### src/rtl/id_ex_pipeline_register.sv
// ID/EX pipeline register: captures decode operands and control into EX, turning load-use
// stalls and branch flushes into all-zero bubbles, holding on freeze, and counting events.
module id_ex_pipeline_register #(
  parameter int XLEN  = 32,
  parameter int CNT_W = 16
) (
  input  logic             clk,
  input  logic             rst,
  input  logic             hdu_stall,
  input  logic             flush_ex,
  input  logic             freeze,
  input  logic             valid_de,
  input  logic [XLEN-1:0]  pc_de,
  input  logic [XLEN-1:0]  rs1_data_de,
  input  logic [XLEN-1:0]  rs2_data_de,
  input  logic [XLEN-1:0]  imm_de,
  input  logic [4:0]       rs1_de,
  input  logic [4:0]       rs2_de,
  input  logic [4:0]       rd_de,
  input  logic             RUWr_de,
  input  logic             ALUASrc_de,
  input  logic             ALUBSrc_de,
  input  logic             DMWr_de,
  input  logic             DMRd_de,
  input  logic [3:0]       ALUOp_de,
  input  logic [4:0]       BrOp_de,
  input  logic [2:0]       DMCtrl_de,
  input  logic [1:0]       RUDataWrSrc_de,
  output logic             valid_ex,
  output logic [XLEN-1:0]  pc_ex,
  output logic [XLEN-1:0]  rs1_data_ex,
  output logic [XLEN-1:0]  rs2_data_ex,
  output logic [XLEN-1:0]  imm_ex,
  output logic [4:0]       rs1_ex,
  output logic [4:0]       rs2_ex,
  output logic [4:0]       rd_ex,
  output logic             RUWr_ex,
  output logic             ALUASrc_ex,
  output logic             ALUBSrc_ex,
  output logic             DMWr_ex,
  output logic             DMRd_ex,
  output logic [3:0]       ALUOp_ex,
  output logic [4:0]       BrOp_ex,
  output logic [2:0]       DMCtrl_ex,
  output logic [1:0]       RUDataWrSrc_ex,
  output logic [CNT_W-1:0] bubble_cnt,
  output logic [CNT_W-1:0] flush_cnt
);

  localparam int BUS_W = 4 * XLEN + 35;

  function automatic logic [CNT_W-1:0] sat_inc(input logic [CNT_W-1:0] value);
    if (&value) begin
      return value;
    end else begin
      return value + {{(CNT_W-1){1'b0}}, 1'b1};
    end
  endfunction

  logic [BUS_W-1:0]  de_bus_s;
  logic [BUS_W-1:0]  ex_bus_nxt_s;
  logic [BUS_W-1:0]  ex_bus_r;
  logic [CNT_W-1:0]  bubble_cnt_nxt_s;
  logic [CNT_W-1:0]  bubble_cnt_r;
  logic [CNT_W-1:0]  flush_cnt_nxt_s;
  logic [CNT_W-1:0]  flush_cnt_r;

  assign de_bus_s = {valid_de, pc_de, rs1_data_de, rs2_data_de, imm_de,
                     rs1_de, rs2_de, rd_de,
                     RUWr_de, ALUASrc_de, ALUBSrc_de, DMWr_de, DMRd_de,
                     ALUOp_de, BrOp_de, DMCtrl_de, RUDataWrSrc_de};

  // Next-state selection: a flush beats freeze so a killed instruction never survives it
  always_comb begin
    ex_bus_nxt_s     = ex_bus_r;
    bubble_cnt_nxt_s = bubble_cnt_r;
    flush_cnt_nxt_s  = flush_cnt_r;
    if (flush_ex) begin
      ex_bus_nxt_s    = {BUS_W{1'b0}};
      flush_cnt_nxt_s = sat_inc(flush_cnt_r);
    end else if (freeze) begin
      ex_bus_nxt_s     = ex_bus_r;
      bubble_cnt_nxt_s = bubble_cnt_r;
      flush_cnt_nxt_s  = flush_cnt_r;
    end else if (hdu_stall) begin
      ex_bus_nxt_s     = {BUS_W{1'b0}};
      bubble_cnt_nxt_s = sat_inc(bubble_cnt_r);
    end else begin
      ex_bus_nxt_s = de_bus_s;
    end
  end

  // Pipeline and counter registers with synchronous reset
  always_ff @(posedge clk) begin
    if (rst) begin
      ex_bus_r     <= {BUS_W{1'b0}};
      bubble_cnt_r <= {CNT_W{1'b0}};
      flush_cnt_r  <= {CNT_W{1'b0}};
    end else begin
      ex_bus_r     <= ex_bus_nxt_s;
      bubble_cnt_r <= bubble_cnt_nxt_s;
      flush_cnt_r  <= flush_cnt_nxt_s;
    end
  end

  assign {valid_ex, pc_ex, rs1_data_ex, rs2_data_ex, imm_ex,
          rs1_ex, rs2_ex, rd_ex,
          RUWr_ex, ALUASrc_ex, ALUBSrc_ex, DMWr_ex, DMRd_ex,
          ALUOp_ex, BrOp_ex, DMCtrl_ex, RUDataWrSrc_ex} = ex_bus_r;

  assign bubble_cnt = bubble_cnt_r;
  assign flush_cnt  = flush_cnt_r;

endmodule

### config.mk
export PLATFORM = sky130hd
export DESIGN_NAME = id_ex_pipeline_register
export DESIGN_NICKNAME = d
export VERILOG_FILES = /design/src/rtl/id_ex_pipeline_register.sv
export SDC_FILE = /design/constraint.sdc
export NUM_CORES = 1
export LEC_CHECK = 0
export CAP_MARGIN = 40
export CORE_AREA = 2 2 143 145
export CTS_CLUSTER_DIAMETER = 40
export DETAILED_ROUTE_END_ITERATION = 8
export DIE_AREA = 0 0 145 147
export PLACE_DENSITY_LB_ADDON = 0.12
export SYNTH_ARGS = -nofsm -noshare
export SYNTH_HDL_FRONTEND = slang
export SYNTH_SLANG_ARGS = --single-unit
### constraint.sdc
create_clock -name clk -period 3.07 [get_ports clk]
set_input_delay 0.4605 -clock clk [delete_from_list [all_inputs] [get_ports clk]]
set_output_delay 0.4605 -clock clk [all_outputs]
set_load 0.05 [all_outputs]
==> metrics.json <==
{
  "status": {
    "outcome": "complete, no violations"
  },
  "clock_network": {
    "cts.sinks": 195,
    "clock_latency_ps": 430,
    "tritoncts": "done",
    "clock_tree.root_cell": "clkbuf_16",
    "cts-root-to-sink-buffers": 2,
    "cts.repair.resized": 0,
    "cts_setup_buffers": 0,
    "ctsHtreeMaxLevel": 4,
    "cts-buffers-inserted": 17,
    "cts.hold.buffers_added": 0,
    "clock_pin_slew_of_the_registers_on_the_worst_case_setup_and_hold_paths_ps": 70
  },
  "timing": {
    "timing.final.max_slew_violations": 0,
    "final.setup.tns_ps": 0,
    "setup_repair_after_global_routing_missed_its_margin": "false",
    "fin_ws_ps": 852,
    "hold_viol_final": 0,
    "finalCritPeriodShare": 0.722,
    "timing.slew.headroom": 0.527,
    "worst-slew-pin-transition_ps": 708,
    "timing.fmax_ghz": 0.451,
    "setup_viol_count_final": 0,
    "min_clock_period_post_route_ps": 2220,
    "skew_ps": 13.3
  },
  "worst_hold_path": {
    "hp-class": "flop to flop",
    "min_delay_path_depth": 2
  },
  "cells_and_area": {
    "finalNonFillerCells": 1359,
    "drive_above_1_share": 0.0496,
    "fin_nets": 1246,
    "postLayoutCellArea_um2": 11500,
    "flow.area_growth_from_synthesis_pct": 64.7,
    "antennaDiodeCount": 0
  },
  "placement": {
    "postPlaceCellArea_um2": 10900,
    "gpl.final_weighted_congestion": 0.834,
    "placed_cells_incl_taps": 1327,
    "placed_wire_length_estimate_um": 16200,
    "post-place-ws_ps": 605,
    "io_buffer_count": 362
  },
  "drt": {
    "initialDrtViolationCount": 275,
    "drt-pass1-iter-count": 4,
    "drt-wirelength-per-cell_um": 17.0,
    "ant_nets": 0,
    "routed-via-count": 6891,
    "drt_drc_violations_left": 0,
    "avgViaCountPerCell": 5.07,
    "route.final.wire_length_um": 23100
  },
  "synthesis": {
    "synthDistinctLibCells": 35,
    "post-synth-top-count-cell": "dfxtp_1",
    "synthesis.instances": 743,
    "synth_edf_count": 0,
    "synth.avg_cell_area_um2": 9.42,
    "synthTopCellsByArea": "dfxtp_1 (56%), a22oi_1 (17%), nor2_1 (8.9%), clkbuf_1 (2.3%), a21oi_1 (2.2%)",
    "synth.top_cell.area_share": 0.558,
    "total_standard_cell_area_after_synthesis_um2": 7000,
    "synth.largest_area_cell": "dfxtp_1",
    "yosys_warnings": 0,
    "postSynthRegisterBits": 195,
    "syn-num-nets": 913,
    "synth_ff_type": "dfxtp_1",
    "synth-async-reset-ratio": 0,
    "synth.top_cells.by_count": "dfxtp_1 (195), nor2_1 (166), a22oi_1 (162)",
    "ys_seq_area_frac": 0.558
  },
  "floorplanning": {
    "ioPinCount": 363,
    "die_height_um": 147,
    "chipWidth_um": 145,
    "starting_density_of_the_core": 0.353,
    "core.rowCount": 52,
    "core_area_um2": 19800,
    "design.die.area_um2": 21300
  },
  "setup_path": {
    "critPathLaunchType": "flop",
    "critical-path-top-delay-family": "buffers and inverters",
    "crit_path_max_fanout": 8,
    "critPathKind": "flop to primary output",
    "crit_arrival_ps": 1760,
    "worst-path-buf-inv": 1,
    "worstSetupEndpoint": "bubble_cnt[8]",
    "regToRegEndpoint": "flush_cnt[4]",
    "critPathLaunch": "bubble_cnt[8]",
    "critical-path-slowest-cell": "clkdlybuf4s50_1",
    "critical_path.endpoint_type": "primary output",
    "path_depth": 1,
    "cp_cell_sequence": "clkdlybuf4s50_1",
    "number_of_cells_on_the_worst_reg_to_reg_path": 5,
    "r2r_slack_ps": 1090,
    "r2r_startpoint": "flush_cnt[0]",
    "critical_path.max_stage_delay_ps": 870,
    "cp_data_required_time_ps": 2610
  },
  "grt": {
    "initial_antenna_violation_count": 1,
    "grt.overflow.total": 0,
    "grt_start_max_net_pins": 71,
    "first_global_vias": 6508,
    "global_route_wire_length_before_repair_um": 36300,
    "grt_usage": 0.212
  },
  "job": {
    "cap_viol_max_count": 0
  },
  "pwr": {
    "p_leak_nw": 3.92,
    "p_per_area_nw_per_um2": 488,
    "power.ir.vdd_worst_v": 0.000360
  }
}
-- worst min-delay path by stage --
stage	start	endpoint	slack, ps
after global routing	ex_bus_r[124]	ex_bus_r[124]	540
after floorplan	RUDataWrSrc_de[0]	ex_bus_r[0]	600
final	ex_bus_r[161]	ex_bus_r[161]	490
after detailed placement	ex_bus_r[161]	ex_bus_r[161]	480
after global placement	ex_bus_r[161]	ex_bus_r[161]	480
after CTS	ex_bus_r[161]	ex_bus_r[161]	500
-- sequential cells by signal, indices dropped and copies added (netlist names) --
| register | flops |
|---|---|
| bubble_cnt | 16 |
| ex_bus_r | 163 |
| flush_cnt | 16 |
-- stage by stage --
stage / hold WS, ps / utilization / power, mW
2_1_floorplan: 605 / - / 3.00
3_3_place_gp: 475 / 0.550 / 3.37
3_5_place_dp: 481 / 0.550 / 3.38
4_1_cts: 500 / 0.580 / 5.69
5_1_grt: 539 / 0.580 / 5.84
6_report: 495 / 0.580 / 5.62
-- layer usage --
metal / global-route usage / vias to the layer above / wire length (µm)
met2: 0.350 / 238 / 11300
met3: 0.0752 / 26 / 1800
met1: 0.259 / 3240 / 9540
li1: - / 3385 / -
met5: 0 / - / 13
met4: 0.0678 / 2 / 446
-- placed cells by master, fill, tap and decap left out, types with 2 or more instances in the layout --
cell,instances
nand3b_1,2
clkinvlp_4,3
or4_1,15
buf_4,8
o21ai_0,12
ha_1,2
and4_1,5
a22oi_1,162
nand4_1,12
nor2_1,165
a21oi_1,31
clkinv_4,2
nor3_1,4
nor3b_1,2
bufinv_16,2
nand2_1,14
dfxtp_1,195
clkdlybuf4s50_1,361
o31ai_1,15
inv_1,4
buf_12,8
inv_8,4
and3_1,6
clkbuf_16,17
or3_1,10
nor4_2,2
o41ai_1,2
o31a_1,2
nand3_1,7
-- layout make-up --
cell class / instances / area, µm²
clock buffers: 19 / 443
clock inverters: 13 / 170
fillers: 1745 / 8330
inverters: 4 / 15.0
multi-input cells: 481 / 2820
flip-flops and latches: 195 / 3900
well taps: 270 / 338
repair buffers: 377 / 3830
-- power by group --
part	switching [mW]	total, mW	internal (mW)
clock	1.05	2.31	1.26
sequential	0.0250	2.60	2.57
combinational	0.373	0.716	0.343
-- cells by family (layout without fill, tap and decap cells) --
family | count (synthesis) | count (layout) | share of synthesized area
simple gates | 253 | 253 | 0.169
compound gates | 226 | 226 | 0.228
buf+inv | 67 | 413 | 0.0410
fa+ha+maj | 2 | 2 | 0.00358
flops | 195 | 195 | 0.558
Note: power is estimated with default switching activity, not from simulation.
